==> config.mk <==
export PLATFORM = sky130hd
export DESIGN_NAME = div_sequencer
export DESIGN_NICKNAME = d
export VERILOG_FILES = /design/src/rtl/div_sequencer.sv
export SDC_FILE = /design/constraint.sdc
export NUM_CORES = 1
export LEC_CHECK = 0
export BUFFER_PORTS_ARGS = -buffer_cell sky130_fd_sc_hd__buf_2
export CAP_MARGIN = 15
export CORE_ASPECT_RATIO = 0.7
export CORE_MARGIN = 8
export CORE_UTILIZATION = 40
export DETAILED_ROUTE_END_ITERATION = 12
export PLACE_DENSITY = 0.68
export SYNTH_ARGS = -nofsm -noshare
export SYNTH_HDL_FRONTEND = slang
export SYNTH_SLANG_ARGS = --single-unit
==> constraint.sdc <==
create_clock -name clock -period 4.59 [get_ports clock]
set_input_delay 0.918 -clock clock [delete_from_list [all_inputs] [get_ports clock]]
set_output_delay 0.918 -clock clock [all_outputs]
set_load 0.02 [all_outputs]
==> src/rtl/div_sequencer.sv <==
// Multi-cycle radix-2 non-restoring signed divider for the Mini SRC DIV instruction.
// Optional macro DIV_SEQUENCER_EARLY_OUT_EN: skip iteration when |divisor| > |dividend|.
module div_sequencer #(
  parameter int unsigned WIDTH = 32
) (
  input  logic             clock,
  input  logic             clear,
  input  logic             start,
  input  logic [WIDTH-1:0] dividend,
  input  logic [WIDTH-1:0] divisor,
  output logic             busy,
  output logic             done,
  output logic [WIDTH-1:0] hi_out,
  output logic [WIDTH-1:0] lo_out,
  output logic             div_by_zero
);

  localparam int unsigned CntW = (WIDTH > 1) ? $clog2(WIDTH) : 1;
  localparam logic [CntW-1:0] LastCnt = CntW'(WIDTH - 1);

  localparam logic [2:0] StIdle    = 3'd0;
  localparam logic [2:0] StSetup   = 3'd1;
  localparam logic [2:0] StIter    = 3'd2;
  localparam logic [2:0] StCorrect = 3'd3;
  localparam logic [2:0] StSign    = 3'd4;
  localparam logic [2:0] StDone    = 3'd5;

  logic [2:0]       state_q, state_d;
  logic [WIDTH-1:0] a_q, a_d;
  logic [WIDTH-1:0] b_q, b_d;
  logic [WIDTH:0]   acc_q, acc_d;
  logic [WIDTH-1:0] quo_q, quo_d;
  logic [WIDTH:0]   mag_q, mag_d;
  logic [CntW-1:0]  cnt_q, cnt_d;
  logic             busy_q, busy_d;
  logic             done_q, done_d;
  logic             dbz_q, dbz_d;
  logic [WIDTH-1:0] hi_q, hi_d;
  logic [WIDTH-1:0] lo_q, lo_d;

  logic             sign_a, sign_b;
  logic [WIDTH-1:0] mag_a, mag_b;
  logic [WIDTH:0]   acc_sh, acc_iter;

  assign sign_a = a_q[WIDTH-1];
  assign sign_b = b_q[WIDTH-1];

  // Unsigned WIDTH-bit magnitudes; the most negative value maps to 2^(WIDTH-1) exactly.
  assign mag_a = sign_a ? (WIDTH'(0) - a_q) : a_q;
  assign mag_b = sign_b ? (WIDTH'(0) - b_q) : b_q;

  assign acc_sh   = {acc_q[WIDTH-1:0], quo_q[WIDTH-1]};
  assign acc_iter = acc_q[WIDTH] ? (acc_sh + mag_q) : (acc_sh - mag_q);

  always_comb begin
    state_d = state_q;
    a_d     = a_q;
    b_d     = b_q;
    acc_d   = acc_q;
    quo_d   = quo_q;
    mag_d   = mag_q;
    cnt_d   = cnt_q;
    busy_d  = busy_q;
    done_d  = done_q;
    dbz_d   = dbz_q;
    hi_d    = hi_q;
    lo_d    = lo_q;

    case (state_q)
      StIdle: begin
        if (start) begin
          a_d     = dividend;
          b_d     = divisor;
          dbz_d   = 1'b0;
          busy_d  = 1'b1;
          state_d = StSetup;
        end
      end
      StSetup: begin
        acc_d = '0;
        quo_d = mag_a;
        mag_d = {1'b0, mag_b};
        cnt_d = '0;
        if (b_q == '0) begin
          lo_d    = '1;
          hi_d    = a_q;
          dbz_d   = 1'b1;
          done_d  = 1'b1;
          state_d = StDone;
        end
`ifdef DIV_SEQUENCER_EARLY_OUT_EN
        else if (mag_b > mag_a) begin
          lo_d    = '0;
          hi_d    = a_q;
          done_d  = 1'b1;
          state_d = StDone;
        end
`endif
        else begin
          state_d = StIter;
        end
      end
      StIter: begin
        acc_d = acc_iter;
        quo_d = {quo_q[WIDTH-2:0], ~acc_iter[WIDTH]};
        cnt_d = cnt_q + 1'b1;
        if (cnt_q == LastCnt) begin
          state_d = StCorrect;
        end
      end
      StCorrect: begin
        // Only the remainder needs restoring; the quotient bits are already exact.
        if (acc_q[WIDTH]) begin
          acc_d = acc_q + mag_q;
        end
        state_d = StSign;
      end
      StSign: begin
        lo_d    = (sign_a ^ sign_b) ? (WIDTH'(0) - quo_q) : quo_q;
        hi_d    = sign_a ? (WIDTH'(0) - acc_q[WIDTH-1:0]) : acc_q[WIDTH-1:0];
        done_d  = 1'b1;
        state_d = StDone;
      end
      StDone: begin
        done_d  = 1'b0;
        busy_d  = 1'b0;
        state_d = StIdle;
      end
      default: begin
        state_d = StIdle;
        busy_d  = 1'b0;
        done_d  = 1'b0;
      end
    endcase
  end

  always_ff @(posedge clock) begin
    if (!clear) begin
      state_q <= StIdle;
      a_q     <= '0;
      b_q     <= '0;
      acc_q   <= '0;
      quo_q   <= '0;
      mag_q   <= '0;
      cnt_q   <= '0;
      busy_q  <= 1'b0;
      done_q  <= 1'b0;
      dbz_q   <= 1'b0;
      hi_q    <= '0;
      lo_q    <= '0;
    end else begin
      state_q <= state_d;
      a_q     <= a_d;
      b_q     <= b_d;
      acc_q   <= acc_d;
      quo_q   <= quo_d;
      mag_q   <= mag_d;
      cnt_q   <= cnt_d;
      busy_q  <= busy_d;
      done_q  <= done_d;
      dbz_q   <= dbz_d;
      hi_q    <= hi_d;
      lo_q    <= lo_d;
    end
  end

  assign busy        = busy_q;
  assign done        = done_q;
  assign div_by_zero = dbz_q;
  assign hi_out      = hi_q;
  assign lo_out      = lo_q;

endmodule

==> out/results.txt, run 1 <==
Cts-stage hold buffer count = 0
Required time worst endpoint = 5040 ps
HPWL Detailed = 39300 µm
First-pass GRT wire length = 80900 µm
Synth cell types = 72
Critical-path cell list = nor4_1 -> buf_4 -> nand4bb_1 -> nor4_1 -> nand2_1 -> nor2_1 -> nand2_1 -> nor4_1 -> nor2_1 -> xor2_1 -> ha_1 -> a21oi_1 -> o21a_1 -> o21ai_0 -> a31oi_1 -> o221a_2 -> o41ai_1 -> a21oi_1 -> xnor2_1 -> o211a_1
PortBufs = 133
Via count = 15.1k
H-tree Lvls = 1
Drt pass-1 iters = 6
Logic gate share of total power = 47.2%
Worst Max-Slew Pin Slew = 1100 ps
Synth Cell Area = 15200 µm²
Drt total wl = 52500 µm
Final worst path period share = 91.0%
Row count = 59
Die footprint = 44700 µm²
Core footprint = 37400 µm²
Commonest non-fill, non-tap cells in the layout = nand2_1, dfxtp_1, a21oi_1, nor2_1, buf_2
Hold Path Class = flop to flop
Root buf cell = clkbuf_16
Pwr dens = 514 nW/µm²
Total global-route track usage = 22.3%
Reg power frac = 29.6%
Switching Fraction = 43.5%
WL met2 = 19800 µm
Total of max-cap violations = 0
Yosys reg bits = 236
Final core occ = 46.2%
Global route overflow = 0
Int Power = 0.00501 W
Crit path top cell by count = nor4_1
Post-cts sizing count = 0
Setup_tns = 0 ps
Max Buffers Root-to-Sink = 3
DP Cell Count = 2488
CTS tree = done
Post-synthesis cell count = 1942
Asr flop ratio synth = 0%
Largest stage delay, worst path = 380 ps
Area of the multi-input gates = 9960 µm²
Crit path DAT = 4630 ps
Complex-gate fraction of the synthesized area = 25.6%
Final #Nets = 2168
Iter 0 DRT Violations = 1526
CTS buffer count = 25
Clock power frac = 23.1%
EDFF count, synth = 0
Initial antenna violation count = 1
Non-filler instance count after layout = 2533
Status = finished, final reports clean
DR WL/cell = 20.7 µm
Num ports = 134
Share of cells above drive strength 1 = 12.2%
CP Launch Type = flop
RePlAce Congestion = 0.971
Yosys warnings = 0
Achievable Freq = 239 MHz
Slew headroom = 26.4%
Overall power = 0.00887 W
Starting Density = 40.8%
CP Max Fanout = 7
Synth Area in XOR/XNOR = 11.5%
Commonest non-fill, non-tap cell in the layout = nand2_1
WL met3 = 6170 µm
Synth Flop Type = dfxtp_1
Area Growth Syn to Fin = 13.2%
Crit path time final = 4180 ps
DRT antenna net count = 0
Synthesized Nets = 2083
Clk Latency, worst-skew pair = 560 ps
Main combinational cell family by area after synthesis = compound AO/OA/AOI/OAI gates
Number of fill cells = 3729
Largest net degree at the start of global routing = 123
Slew Limit Fails = 0
DRC = 0
Post CTS Setup Buffer Count = 0
Final Hold Viols = 0
M1 wire length = 25800 µm
Setup Viol. Count Final = 0
Mean Syn Cell Area = 7.85 µm²
Setup Skew = 17.5 ps
Die X = 249 µm
Crit path kind = flop to flop
Drt via density = 5.97
Worst setup EP type = flop
RSZ-0062 raised after global routing = no
Seq. cell area = 4730 µm²
Seq/Total Area, Yosys = 31.0%
Height of the die = 179 µm
Post-Synth Simple-Gate Area = 19.4%
Top routing layer in use = met4
Reg clk slew, reported paths = 70 ps
Number of global-route vias before repair = 13.9k
Slowest cell on crit path = dfxtp_1
Mux cell area share after synthesis = 2.39%
Switching pwr = 0.00386 W
Post-synthesis adder-cell area fraction = 6.17%
TritonCTS Sinks = 236
Static leakage = 7.00 nW
Max IR drop VDD = 0.241 mV
-- state kept, by name, indices dropped and copies added, names as in the netlist --
name / count
done: 1
mag_q: 32
state_q: 3
acc_q: 33
div_by_zero: 1
lo_out: 32
busy: 1
a_q: 32
b_q: 32
hi_out: 32
cnt_q: 5
quo_q: 32
-- worst paths after layout --
check,slack [ps],start,cells past startpoint,to
setup / recovery,410,mag_q[2],20,quo_q[0]
setup reg to reg,410,mag_q[2],20,quo_q[0]
hold / removal,480,b_q[27],2,b_q[27]
hold reg to reg,480,b_q[27],2,b_q[27]
-- routing by layer --
layer  GRT usage [%]  up-vias
met2            29.9      689
met5               0        -
met3            6.59       59
met4            4.58        0
met1            34.3     7132
li1                -     7247
-- power by group through the flow --
stage | combinational [W] | clock [W] | sequential [W]
CTS | 0.00410 | 0.00207 | 0.00261
finish | 0.00419 | 0.00205 | 0.00263
global route | 0.00459 | 0.00216 | 0.00265
detailed placement | 0.00407 | 0 | 0.00266
global placement | 0.00406 | 0 | 0.00265
floorplan | 0.00299 | 0 | 0.00251
-- critical path, delay by kind of cell (launching register included) --
kind / cells / cell delay [ps]
XOR/XNOR: 2 / 260
adder cells (fa/ha/maj): 1 / 320
buffers and inverters: 1 / 200
AND/OR/NAND/NOR: 8 / 1450
flip-flops: 1 / 380
AO/OA/AOI/OAI: 8 / 1460
-- layout make-up --
| type | count | area share, % |
|---|---|---|
| Antenna cell | 1 | 0.0145 |
| Clock buffer | 34 | 4.17 |
| Clock inverter | 10 | 0.508 |
| Inverter | 29 | 0.660 |
| Multi-Input combinational cell | 1557 | 57.7 |
| Sequential cell | 236 | 27.4 |
| Tap cell | 488 | 3.54 |
| Timing Repair Buffer | 178 | 5.96 |
-- synth_stat cells, drive strengths merged (16+ instances only) --
library cell / count / share of area, %
nand2: 254 / 6.3
dfxtp: 236 / 31
a21oi: 220 / 7.2
nor2: 174 / 4.3
xor2: 103 / 5.9
clkbuf: 102 / 2.5
xnor2: 98 / 5.6
a211oi: 83 / 4.1
o21ai: 81 / 2.7
ha: 72 / 5.9
nor3: 51 / 1.7
o31ai: 48 / 2.4
a22oi: 33 / 1.6
mux2i: 33 / 2.2
inv: 28 / 0.69
a21o: 22 / 1.1
nor4: 22 / 0.94
or4: 22 / 1.2
buf: 18 / 0.65
a222oi: 17 / 1.1
nand4: 17 / 0.70
o21a: 17 / 0.84
and3: 16 / 0.66
nand3: 16 / 0.53
or3: 16 / 0.72
-- logic make-up after synthesis --
kind of cell / after synthesis
flops: 236
buf+inv: 149
fa+ha+maj: 74
compound gates: 604
mux: 36
simple gates: 642
xor+xnor: 201
-- through the flow --
stage	worst slack [ps]	hold WS, ps	area, µm²
after detailed placement	508	479	16400
after floorplan	753	455	15200
after global routing	44.3	516	17200
final	411	485	17200
after CTS	480	489	17200
after global placement	589	477	16400
No activity file was read; power rests on OpenSTA's default activity.
==> run 2, diff against run 1 <==
CTS_BUF_LIST = sky130_fd_sc_hd__clkbuf_4   (was not set)
PLACE_DENSITY = 0.7   (was 0.68)
clock period = 3.45 ns   (was 4.59 ns; I/O delays follow)
==> out/results.txt, run 2 (synthesized netlist as in run 1, its figures left out) <==
Final #Nets = 2405
CP Max Fanout = 5
Slew headroom = 27.7%
Global route overflow = 0
Drt via density = 5.78
Largest register FFs = 33
Crit path DAT = 4550 ps
H-tree Lvls = 3
Commonest non-fill, non-tap cell in the layout = nand2_1
Setup_tns = -5390 ps
Crit path kind = flop to flop
RePlAce Congestion = 0.947
PortBufs = 133
Area Growth Syn to Fin = 27.3%
Final Hold Viols = 0
Die footprint = 44700 µm²
Initial antenna violation count = 4
Via count = 16.2k
CP Launch Type = flop
Setup Viol. Count Final = 17
Setup Skew = 57.2 ps
Max Buffers Root-to-Sink = 3
Crit path time final = 3900 ps
Height of the die = 179 µm
Pwr dens = 741 nW/µm²
Achievable Freq = 256 MHz
Number of global-route vias before repair = 15.2k
Total of max-cap violations = 0
Largest net degree at the start of global routing = 66
Status = finished, violations left
Die X = 249 µm
Root buf cell = clkbuf_4
Final worst path period share = 113%
Final core occ = 52.0%
Num ports = 134
Reg clk slew, reported paths = 70 ps
Failing checks = negative setup slack
Final WS setup = -454 ps
DRT antenna net count = 0
HPWL Detailed = 42300 µm
Total global-route track usage = 24.1%
Hold Path Class = input pin to flop
Clk Latency, worst-skew pair = 770 ps
CTS buffer count = 66
Slew Limit Fails = 0
Drt total wl = 55600 µm
Worst R2R Path Depth = 20
Cts-stage hold buffer count = 0
DRC = 0
Worst R2R Setup Slack = -450 ps
CTS tree = done
Worst Max-Slew Pin Slew = 1080 ps
Top reg by flops = acc_q
Core footprint = 37400 µm²
RSZ-0062 raised after global routing = yes
Required time worst endpoint = 4100 ps
First-pass GRT wire length = 87200 µm
Row count = 59
Max IR drop VDD = 0.331 mV
WHS Path Cells = 3
Iter 0 DRT Violations = 1596
Drt pass-1 iters = 6
TritonCTS Sinks = 236
Number of fill cells = 3590
DR WL/cell = 19.9 µm
Starting Density = 40.8%
Static leakage = 8.21 nW
Commonest non-fill, non-tap cells in the layout = nand2_1, dfxtp_1, buf_4, a21oi_1, nor2_1
Worst setup EP type = flop
Share of cells above drive strength 1 = 25.2%
run 2: cell count changes in the layout (fill, tap and decap cells not counted), moves of 14 or more:
| cell | change |
|---|---|
| buf_4 | +176 |
| clkbuf_4 | +86 |
| clkbuf_16 | -25 |
| clkinv_1 | +19 |
| a21oi_1 | -14 |
| buf_6 | +14 |
run 2: area by class of cell:
| type | instances | area [µm²] | area share, % |
|---|---|---|---|
| well taps | 488 | 611 | 3.15 |
| diodes | 2 | 5.00 | 0.0258 |
| repair buffers | 374 | 2620 | 13.5 |
| flip-flops and latches | 236 | 4730 | 24.4 |
| clock buffers | 86 | 646 | 3.33 |
| clock inverters | 25 | 176 | 0.909 |
| multi-input cells | 1557 | 10500 | 54.1 |
| inverters | 29 | 114 | 0.587 |
run 2: path summary, 6_finish.rpt:
path                                   start        end
worst max register to register      mag_q[5]  acc_q[30]
worst min register to register       b_q[23]    b_q[23]
worst max-delay path                mag_q[5]  acc_q[30]
worst min-delay path            dividend[24]    a_q[24]
run 2: what timing repair did:
item / CTS / global route
setup buffers: 16 / 17
setup endpoints to repair: 16 / 27
pin swaps: 36 / 67
gates resized for setup: 62 / 63
run 2: metal layers:
metal	vias to the layer above	part of all wire (%)	routed length, µm	track usage (%)
met5	-	0.049	27	0
met4	4	1.9	1040	6.96
met3	72	8.9	4970	4.90
met2	657	40	22300	34.0
met1	7647	49	27300	36.4
li1	7779	-	-	-
run 2: per-stage QoR:
step           cells  worst slack [ps]  hold WS [ps]  area [µm²]  power, W
2_1_floorplan   1942              -179           455       15300   0.00735
3_3_place_gp    2655              -568           468       17800    0.0101
3_5_place_dp    2655              -540           476       17800    0.0102
4_1_cts         2780              -406           117       19000    0.0136
5_1_grt         2797              -745           121       19400    0.0152
6_report        2797              -454           186       19400    0.0144
run 2: critical path, cell delays in order (launching register included):
cell and delay, ps:
dfxtp_2 340, nor4_4 290, nand4bb_1 200, nor4_2 340, nand2_1 110, nor2_2 120
nand2_2 90, nor4_2 190, nor2_1 90, xor2_1 160, ha_1 370, a21oi_2 190
buf_4 130, nor2b_1 40, o21a_4 200, nor4_4 180, o41ai_1 120, a21oi_1 210
xnor2_1 150, a21oi_1 90, o211ai_1 220
run 2: power breakdown:
group | total, W | switching (W) | internal [W]
Sequential | 0.00336 | 0.000382 | 0.00298
Combinational | 0.00833 | 0.00448 | 0.00385
Clock | 0.00268 | 0.00129 | 0.00139
Total | 0.0144 | 0.00616 | 0.00822
